**config.mk**
```make
export PLATFORM = sky130hd
export DESIGN_NAME = pc_unit_flat
export DESIGN_NICKNAME = d
export VERILOG_FILES = /design/src/rtl/pc_unit_pkg.sv /design/src/rtl/pc_unit_if.sv /design/src/rtl/pc_unit_return_stack.sv /design/src/rtl/pc_unit.sv /design/src/flat_wrapper.sv
export SDC_FILE = /design/constraint.sdc
export NUM_CORES = 1
export LEC_CHECK = 0
export CAP_MARGIN = 10
export CORE_MARGIN = 2
export CORE_UTILIZATION = 59
export CTS_CLUSTER_DIAMETER = 50
export DETAILED_ROUTE_END_ITERATION = 8
export PLACE_DENSITY_LB_ADDON = 0.12
export SLEW_MARGIN = 20
export SYNTH_ARGS = -nofsm -noshare
export SYNTH_HDL_FRONTEND = slang
export SYNTH_SLANG_ARGS = --single-unit
```
**constraint.sdc**
```tcl
create_clock -name clk -period 11.5 [get_ports clk]
set_input_delay 3.45 -clock clk [delete_from_list [all_inputs] [get_ports clk]]
set_output_delay 3.45 -clock clk [all_outputs]
set_load 0.02 [all_outputs]
```
**src/rtl/pc_unit_pkg.sv**
```systemverilog
// pc_pkg: shared definitions for the fetch program counter.
//   pc_sel_e             - next-PC source selected by the priority mux
//   DEFAULT_RESET_VECTOR - PC loaded on reset unless overridden
//   DEFAULT_INSTR_BYTES  - sequential increment unless overridden
package pc_pkg;

  typedef enum logic [2:0] {
    SEL_RESET,
    SEL_REDIRECT,
    SEL_HOLD,
    SEL_RAS,
    SEL_SEQ
  } pc_sel_e;

  localparam logic [31:0] DEFAULT_RESET_VECTOR = 32'h0000_0000;
  localparam int unsigned DEFAULT_INSTR_BYTES  = 4;

endpackage

```
**src/rtl/pc_unit_if.sv**
```systemverilog
// pc_unit_if: fetch-stage control and PC outputs.
//   master (pipeline side): drives stall/redirect/call/ret, reads pc and RAS flags
//   slave  (pc_unit side):  reads the controls, drives pc, pc_plus and RAS flags
interface pc_unit_if #(
  parameter int unsigned WIDTH = 32
) ();
  logic             stall;
  logic             redirect_valid;
  logic [WIDTH-1:0] redirect_target;
  logic             call;
  logic             ret;
  logic [WIDTH-1:0] pc;
  logic [WIDTH-1:0] pc_plus;
  logic             ras_empty;
  logic             ras_full;
  logic             ras_overflow;

  modport master (
    output stall, redirect_valid, redirect_target, call, ret,
    input  pc, pc_plus, ras_empty, ras_full, ras_overflow
  );

  modport slave (
    input  stall, redirect_valid, redirect_target, call, ret,
    output pc, pc_plus, ras_empty, ras_full, ras_overflow
  );
endinterface

```
**src/rtl/pc_unit_return_stack.sv**
```systemverilog
// return_stack: circular return-address stack, state updated on falling clk.
//   clk, reset  - clock (negedge active), synchronous active-high reset
//   push        - top <= top+1, write push_data there; overwrites oldest when full
//   pop         - top <= top-1 (ignored when empty)
//   replace     - overwrite entry at top; count becomes 1 if it was 0
//   push_data   - value written by push/replace
//   top_data    - entry at top
//   count       - number of valid entries, saturating at RAS_DEPTH
//   empty/full  - count == 0 / count == RAS_DEPTH
//   overflow    - sticky, set by a push into a full stack
module return_stack #(
  parameter int unsigned WIDTH     = 32,
  parameter int unsigned RAS_DEPTH = 4
) (
  input  logic                             clk,
  input  logic                             reset,
  input  logic                             push,
  input  logic                             pop,
  input  logic                             replace,
  input  logic [WIDTH-1:0]                 push_data,
  output logic [WIDTH-1:0]                 top_data,
  output logic [$clog2(RAS_DEPTH+1)-1:0]   count,
  output logic                             empty,
  output logic                             full,
  output logic                             overflow
);
  localparam int unsigned AW = $clog2(RAS_DEPTH);
  localparam int unsigned CW = $clog2(RAS_DEPTH + 1);

  logic [WIDTH-1:0] mem [RAS_DEPTH];
  logic [AW-1:0]    top;
  logic [AW-1:0]    top_inc;

  assign top_inc  = top + AW'(1);
  assign top_data = mem[top];
  assign empty    = (count == '0);
  assign full     = (count == CW'(RAS_DEPTH));

  always_ff @(negedge clk) begin
    if (reset) begin
      top      <= '0;
      count    <= '0;
      overflow <= 1'b0;
    end else if (push) begin
      top <= top_inc;
      if (full) begin
        overflow <= 1'b1;
      end else begin
        count <= count + CW'(1);
      end
    end else if (pop && !empty) begin
      top   <= top - AW'(1);
      count <= count - CW'(1);
    end else if (replace && empty) begin
      count <= CW'(1);
    end
  end

  // Entries are not reset; count alone decides what is valid.
  always_ff @(negedge clk) begin
    if (!reset) begin
      if (push) begin
        mem[top_inc] <= push_data;
      end else if (replace) begin
        mem[top] <= push_data;
      end
    end
  end
endmodule

```
**src/rtl/pc_unit.sv**
```systemverilog
// pc_unit: fetch program counter with redirect, stall and RAS return prediction.
//   clk, reset - clock (state updates on falling edge), synchronous active-high reset
//   bus        - pc_unit_if slave: stall, redirect_valid/target, call, ret in;
//                pc, pc_plus, ras_empty, ras_full, ras_overflow out
// Next-PC priority: reset > redirect > stall > ret (RAS non-empty) > sequential.
module pc_unit
  import pc_pkg::*;
#(
  parameter int unsigned      WIDTH        = 32,
  parameter logic [WIDTH-1:0] RESET_VECTOR = WIDTH'(DEFAULT_RESET_VECTOR),
  parameter int unsigned      INSTR_BYTES  = DEFAULT_INSTR_BYTES,
  parameter int unsigned      RAS_DEPTH    = 4
) (
  input  logic       clk,
  input  logic       reset,
  pc_unit_if.slave   bus
);
  localparam int unsigned      CW         = $clog2(RAS_DEPTH + 1);
  localparam logic [WIDTH-1:0] ALIGN_MASK = ~(WIDTH'(INSTR_BYTES) - WIDTH'(1));

  logic [WIDTH-1:0] pc_q;
  logic [WIDTH-1:0] pc_d;
  logic [WIDTH-1:0] pc_plus;
  logic [WIDTH-1:0] ras_top;
  logic [CW-1:0]    ras_count;
  logic             accept;
  logic             do_call;
  logic             do_ret;
  logic             ras_push;
  logic             ras_pop;
  logic             ras_replace;
  pc_sel_e          sel;

  assign pc_plus = pc_q + WIDTH'(INSTR_BYTES);

  // call/ret only take effect when the PC is actually advancing this edge.
  assign accept      = !reset && !bus.redirect_valid && !bus.stall;
  assign do_call     = accept && bus.call;
  assign do_ret      = accept && bus.ret;
  assign ras_push    = do_call && !do_ret;
  assign ras_pop     = do_ret && !do_call;
  assign ras_replace = do_call && do_ret;

  always_comb begin
    sel = SEL_SEQ;
    if (reset) begin
      sel = SEL_RESET;
    end else if (bus.redirect_valid) begin
      sel = SEL_REDIRECT;
    end else if (bus.stall) begin
      sel = SEL_HOLD;
    end else if (bus.ret && ras_count != '0) begin
      sel = SEL_RAS;
    end
  end

  always_comb begin
    pc_d = pc_plus;
    unique case (sel)
      SEL_RESET:    pc_d = RESET_VECTOR;
      SEL_REDIRECT: pc_d = bus.redirect_target & ALIGN_MASK;
      SEL_HOLD:     pc_d = pc_q;
      SEL_RAS:      pc_d = ras_top;
      default:      pc_d = pc_plus;
    endcase
  end

  always_ff @(negedge clk) begin
    if (reset) begin
      pc_q <= RESET_VECTOR;
    end else begin
      pc_q <= pc_d;
    end
  end

  return_stack #(
    .WIDTH     (WIDTH),
    .RAS_DEPTH (RAS_DEPTH)
  ) u_ras (
    .clk       (clk),
    .reset     (reset),
    .push      (ras_push),
    .pop       (ras_pop),
    .replace   (ras_replace),
    .push_data (pc_plus),
    .top_data  (ras_top),
    .count     (ras_count),
    .empty     (bus.ras_empty),
    .full      (bus.ras_full),
    .overflow  (bus.ras_overflow)
  );

  assign bus.pc      = pc_q;
  assign bus.pc_plus = pc_plus;
endmodule

```
**src/flat_wrapper.sv**
```systemverilog
// flat-port wrapper written by rule: the top's interface ports become plain ports
module pc_unit_flat import pc_pkg::*;
#(
  parameter int unsigned      WIDTH        = 32,
  parameter logic [WIDTH-1:0] RESET_VECTOR = WIDTH'(DEFAULT_RESET_VECTOR),
  parameter int unsigned      INSTR_BYTES  = DEFAULT_INSTR_BYTES,
  parameter int unsigned      RAS_DEPTH    = 4
)
  (clk, reset, bus_stall, bus_redirect_valid, bus_redirect_target, bus_call, bus_ret, bus_pc, bus_pc_plus, bus_ras_empty, bus_ras_full, bus_ras_overflow);
  pc_unit_if #(.WIDTH(WIDTH)) bus_i ();
  input  logic clk;
  input  logic reset;
  input wire logic [$bits(bus_i.stall)-1:0] bus_stall;
  input wire logic [$bits(bus_i.redirect_valid)-1:0] bus_redirect_valid;
  input wire logic [$bits(bus_i.redirect_target)-1:0] bus_redirect_target;
  input wire logic [$bits(bus_i.call)-1:0] bus_call;
  input wire logic [$bits(bus_i.ret)-1:0] bus_ret;
  output wire logic [$bits(bus_i.pc)-1:0] bus_pc;
  output wire logic [$bits(bus_i.pc_plus)-1:0] bus_pc_plus;
  output wire logic [$bits(bus_i.ras_empty)-1:0] bus_ras_empty;
  output wire logic [$bits(bus_i.ras_full)-1:0] bus_ras_full;
  output wire logic [$bits(bus_i.ras_overflow)-1:0] bus_ras_overflow;
  assign bus_i.stall = bus_stall;
  assign bus_i.redirect_valid = bus_redirect_valid;
  assign bus_i.redirect_target = bus_redirect_target;
  assign bus_i.call = bus_call;
  assign bus_i.ret = bus_ret;
  assign bus_pc = bus_i.pc;
  assign bus_pc_plus = bus_i.pc_plus;
  assign bus_ras_empty = bus_i.ras_empty;
  assign bus_ras_full = bus_i.ras_full;
  assign bus_ras_overflow = bus_i.ras_overflow;
  pc_unit #(.WIDTH(WIDTH), .RESET_VECTOR(RESET_VECTOR), .INSTR_BYTES(INSTR_BYTES), .RAS_DEPTH(RAS_DEPTH)) u_core (.clk(clk), .reset(reset), .bus(bus_i));
endmodule
```
==> run metrics <==
Area growth syn-to-layout 41.47%; R2R depth 6; Post-Syn Instances 574; # port buffers 102; Vias/cell 6.404; Post-synth ARST share 0%; Worst VDD drop 0.1469 mV; failing checks setup timing; core area 0.01267 mm2; Worst-path clk slew 0.05 ns; wire length of the first global-routing pass 37000 um; Yosys top cell by area edfxtp_1; Main synth FF type edfxtp_1; HP Class flip-flop to flip-flop; Yosys top cell area share 49.96%; Reg2Reg Setup Slack 9.12 ns; Total Routing Usage GR 35.16%; status complete, but fails checks; H-tree Lvls 4; layout cells sized above 1 24.92%; total power 1751 uW; Initial Util 60.72%; dpl ws 0.0003588 ns; Nets 960; Worst EP arrival 8.15 ns; first-pass iteration count of the detailed router 6; RSZ-0062 raised after global routing true; sequential-to-total area share from yosys stat 60.37%; later-pin clock latency in the skew report 0.49 ns; Clock Root Buffer clkbuf_16; Synth cell types 66; Leak Pwr 0.004689 uW; Sink Count 168; Inst Count DP 890; final hold violations 0; Critical Path RT 8.05 ns; die width 118.2 um; TritonCTS clock tree yes; WL/cell 23.57 um; CTS max path bufs 2; Final Non-Filler Cells 1103; pin count of the biggest net entering global routing 33; cells taking the most area after synthesis edfxtp_1 (50%), dfxtp_1 (10%), mux4_2 (9.4%), xnor2_1 (2.4%), nand2_1 (2.2%); Pwr per Cell Area 160.8 mW/mm2; CTS buffer count 17; DR iter-0 viols 1047; relative max-transition margin 50.40%; min-delay src u_core.u_ras.overflow; post-detail-place hpwl 14120 um; Std-Cell Rows 41; final setup fails 7; initial antenna violation count 0; R2R Path End u_core.bus.pc[24]; die height 118.2 um; grt ovf 0; global placement routability congestion 0.9628; Die ar. 0.01397 mm2; DR vias 7064; Hold Buf Count CTS 0; post-synthesis cell area 0.007694 mm2; # Max-Cap Violations 0; Yosys Warn Count 0; Mapped Avg Cell Area 13.40 um2; total wire length 26000 um; ANT cells 0; CP endpoint kind primary output; number of synthesized flops with an enable pin 128; Hold EP u_core.u_ras.overflow; post-route ant nets 0; fin. max-slew vios 0; startpoint types flip-flop; worst-margin pin slew 0.7413 ns; WS Path Type flip-flop to primary output; fin worst setup slack -0.1037 ns; drt drc 0; Max FO, Critical Path 6; clk_skew 0.04280 ns; vias in the first global route 7431; Hold Path Depth 2; syn nets 616; register bit total from synthesis 168; I/O pin count 105
## worst max-delay path, stage by stage, from the launching register on
cell and delay (ns):
dfxtp_1 0.44, nand4_4 0.22, nor4_4 0.31, buf_6 0.17, nand3_1 0.23, xnor2_2 0.25
clkdlybuf4s15_2 0.30
## cells in the final DEF, fill, tap and decap left out, drive strengths merged, types with 4 or more instances in the layout
cell,n
a221oi,4
buf,98
edfxtp,128
dlygate4sd2,5
mux2i,11
a21oi,26
nand4,14
a211oi,7
nand2b,4
ha,4
xor2,9
o221ai,7
o22ai,11
dfxtp,40
nand2,46
o21a,7
mux4,32
clkdlybuf4s50,76
xnor2,21
clkbuf,25
nor4,5
and3,6
nor2,35
clkdlybuf4s15,6
nand3,18
inv,192
nor3,13
o21ai,27
## synthesized netlist by cell type, drive strengths merged (3+ instances only)
master	count
dfxtp	40
o221ai	7
o31ai	3
o22ai	11
inv	15
a21oi	26
a22oi	3
a31oi	3
nor2b	3
nor3	13
o21ai	27
o21a	7
a311oi	3
clkbuf	18
nand4	14
buf	18
nand2b	4
edfxtp	128
a211oi	7
nor2	35
mux4	32
ha	4
a221oi	4
and3	6
xor2	9
nand2	46
nand3	18
mux2i	11
o31a	3
xnor2	21
nor4	5
## power breakdown
part           total, uW  leakage, uW  switching, uW  internal [uW]
Combinational        206      0.00200            117           89.5
Clock                855      0.00119            450            405
Sequential           689      0.00151           14.6            675
Total               1750      0.00469            582           1170
## per-layer routing
layer	vias up	share of wire, %	GRT usage (%)
li1	2923	-	-
met1	3305	34	39.13
met2	644	49	57.12
met3	192	11	11.63
met4	0	6.5	24.32
met5	-	0	0
## sequential cells by signal, indices dropped and copies added, names as in the netlist, named ones only
| register | flops |
|---|---|
| u_core.u_ras.mem | 128 |
| u_core.u_ras.count | 3 |
| u_core.u_ras.top | 2 |
| u_core.u_ras.overflow | 1 |
| u_core.bus.pc | 32 |
## worst max-delay path by stage
stage / start / end / cells after the start
finish: u_core.bus.pc[12] / bus_pc_plus[20] / 6
global route: u_core.bus.pc[12] / bus_pc_plus[20] / 6
CTS: u_core.bus.pc[2] / bus_pc_plus[30] / 8
detailed placement: u_core.bus.pc[2] / bus_pc_plus[26] / 8
global placement: u_core.bus.pc[3] / bus_pc_plus[26] / 8
floorplan: reset / u_core.u_ras.mem[0][0] / 4
## layout make-up
cell class,instances,area (um2)
Inverter,16,60.06
Multi-Input combinational cell,353,3027
Sequential cell,168,4652
Clock buffer,17,425.4
Fill cell,622,1787
Tap cell,172,215.2
Clock inverter,183,794.5
Timing Repair Buffer,194,1710
## kinds of logic (layout without fill, tap and decap cells)
family / after synthesis / in the layout / share of synthesized area [%]
AO/OA/AOI/OAI: 122 / 122 / 10.83
XOR/XNOR: 30 / 30 / 3.415
adder cells (fa/ha/maj): 4 / 4 / 0.6505
buffers and inverters: 53 / 410 / 3.334
flip-flops: 168 / 168 / 60.37
multiplexers: 43 / 43 / 10.80
AND/OR/NAND/NOR: 154 / 154 / 10.60
## stage by stage
stage	area [um2]	hold slack (ns)	utilization (%)	setup TNS (ns)
after detailed placement	9389	0.4823	74.10	0
final	10880	0.4946	85.90	-0.3437
after floorplan	7704	0.4590	-	-39.90
after CTS	10820	0.4928	85.37	-0.2228
after global placement	9389	0.4523	74.10	0
after global routing	10880	0.5226	85.90	-0.6579
## timing repair
item                       in CTS  in global routing
resized for setup              80                 39
buffers inserted                8                  6
pin swaps                      11                  9
setup endpoints to repair      26                 22
Note: power is estimated with default switching activity, not from simulation.
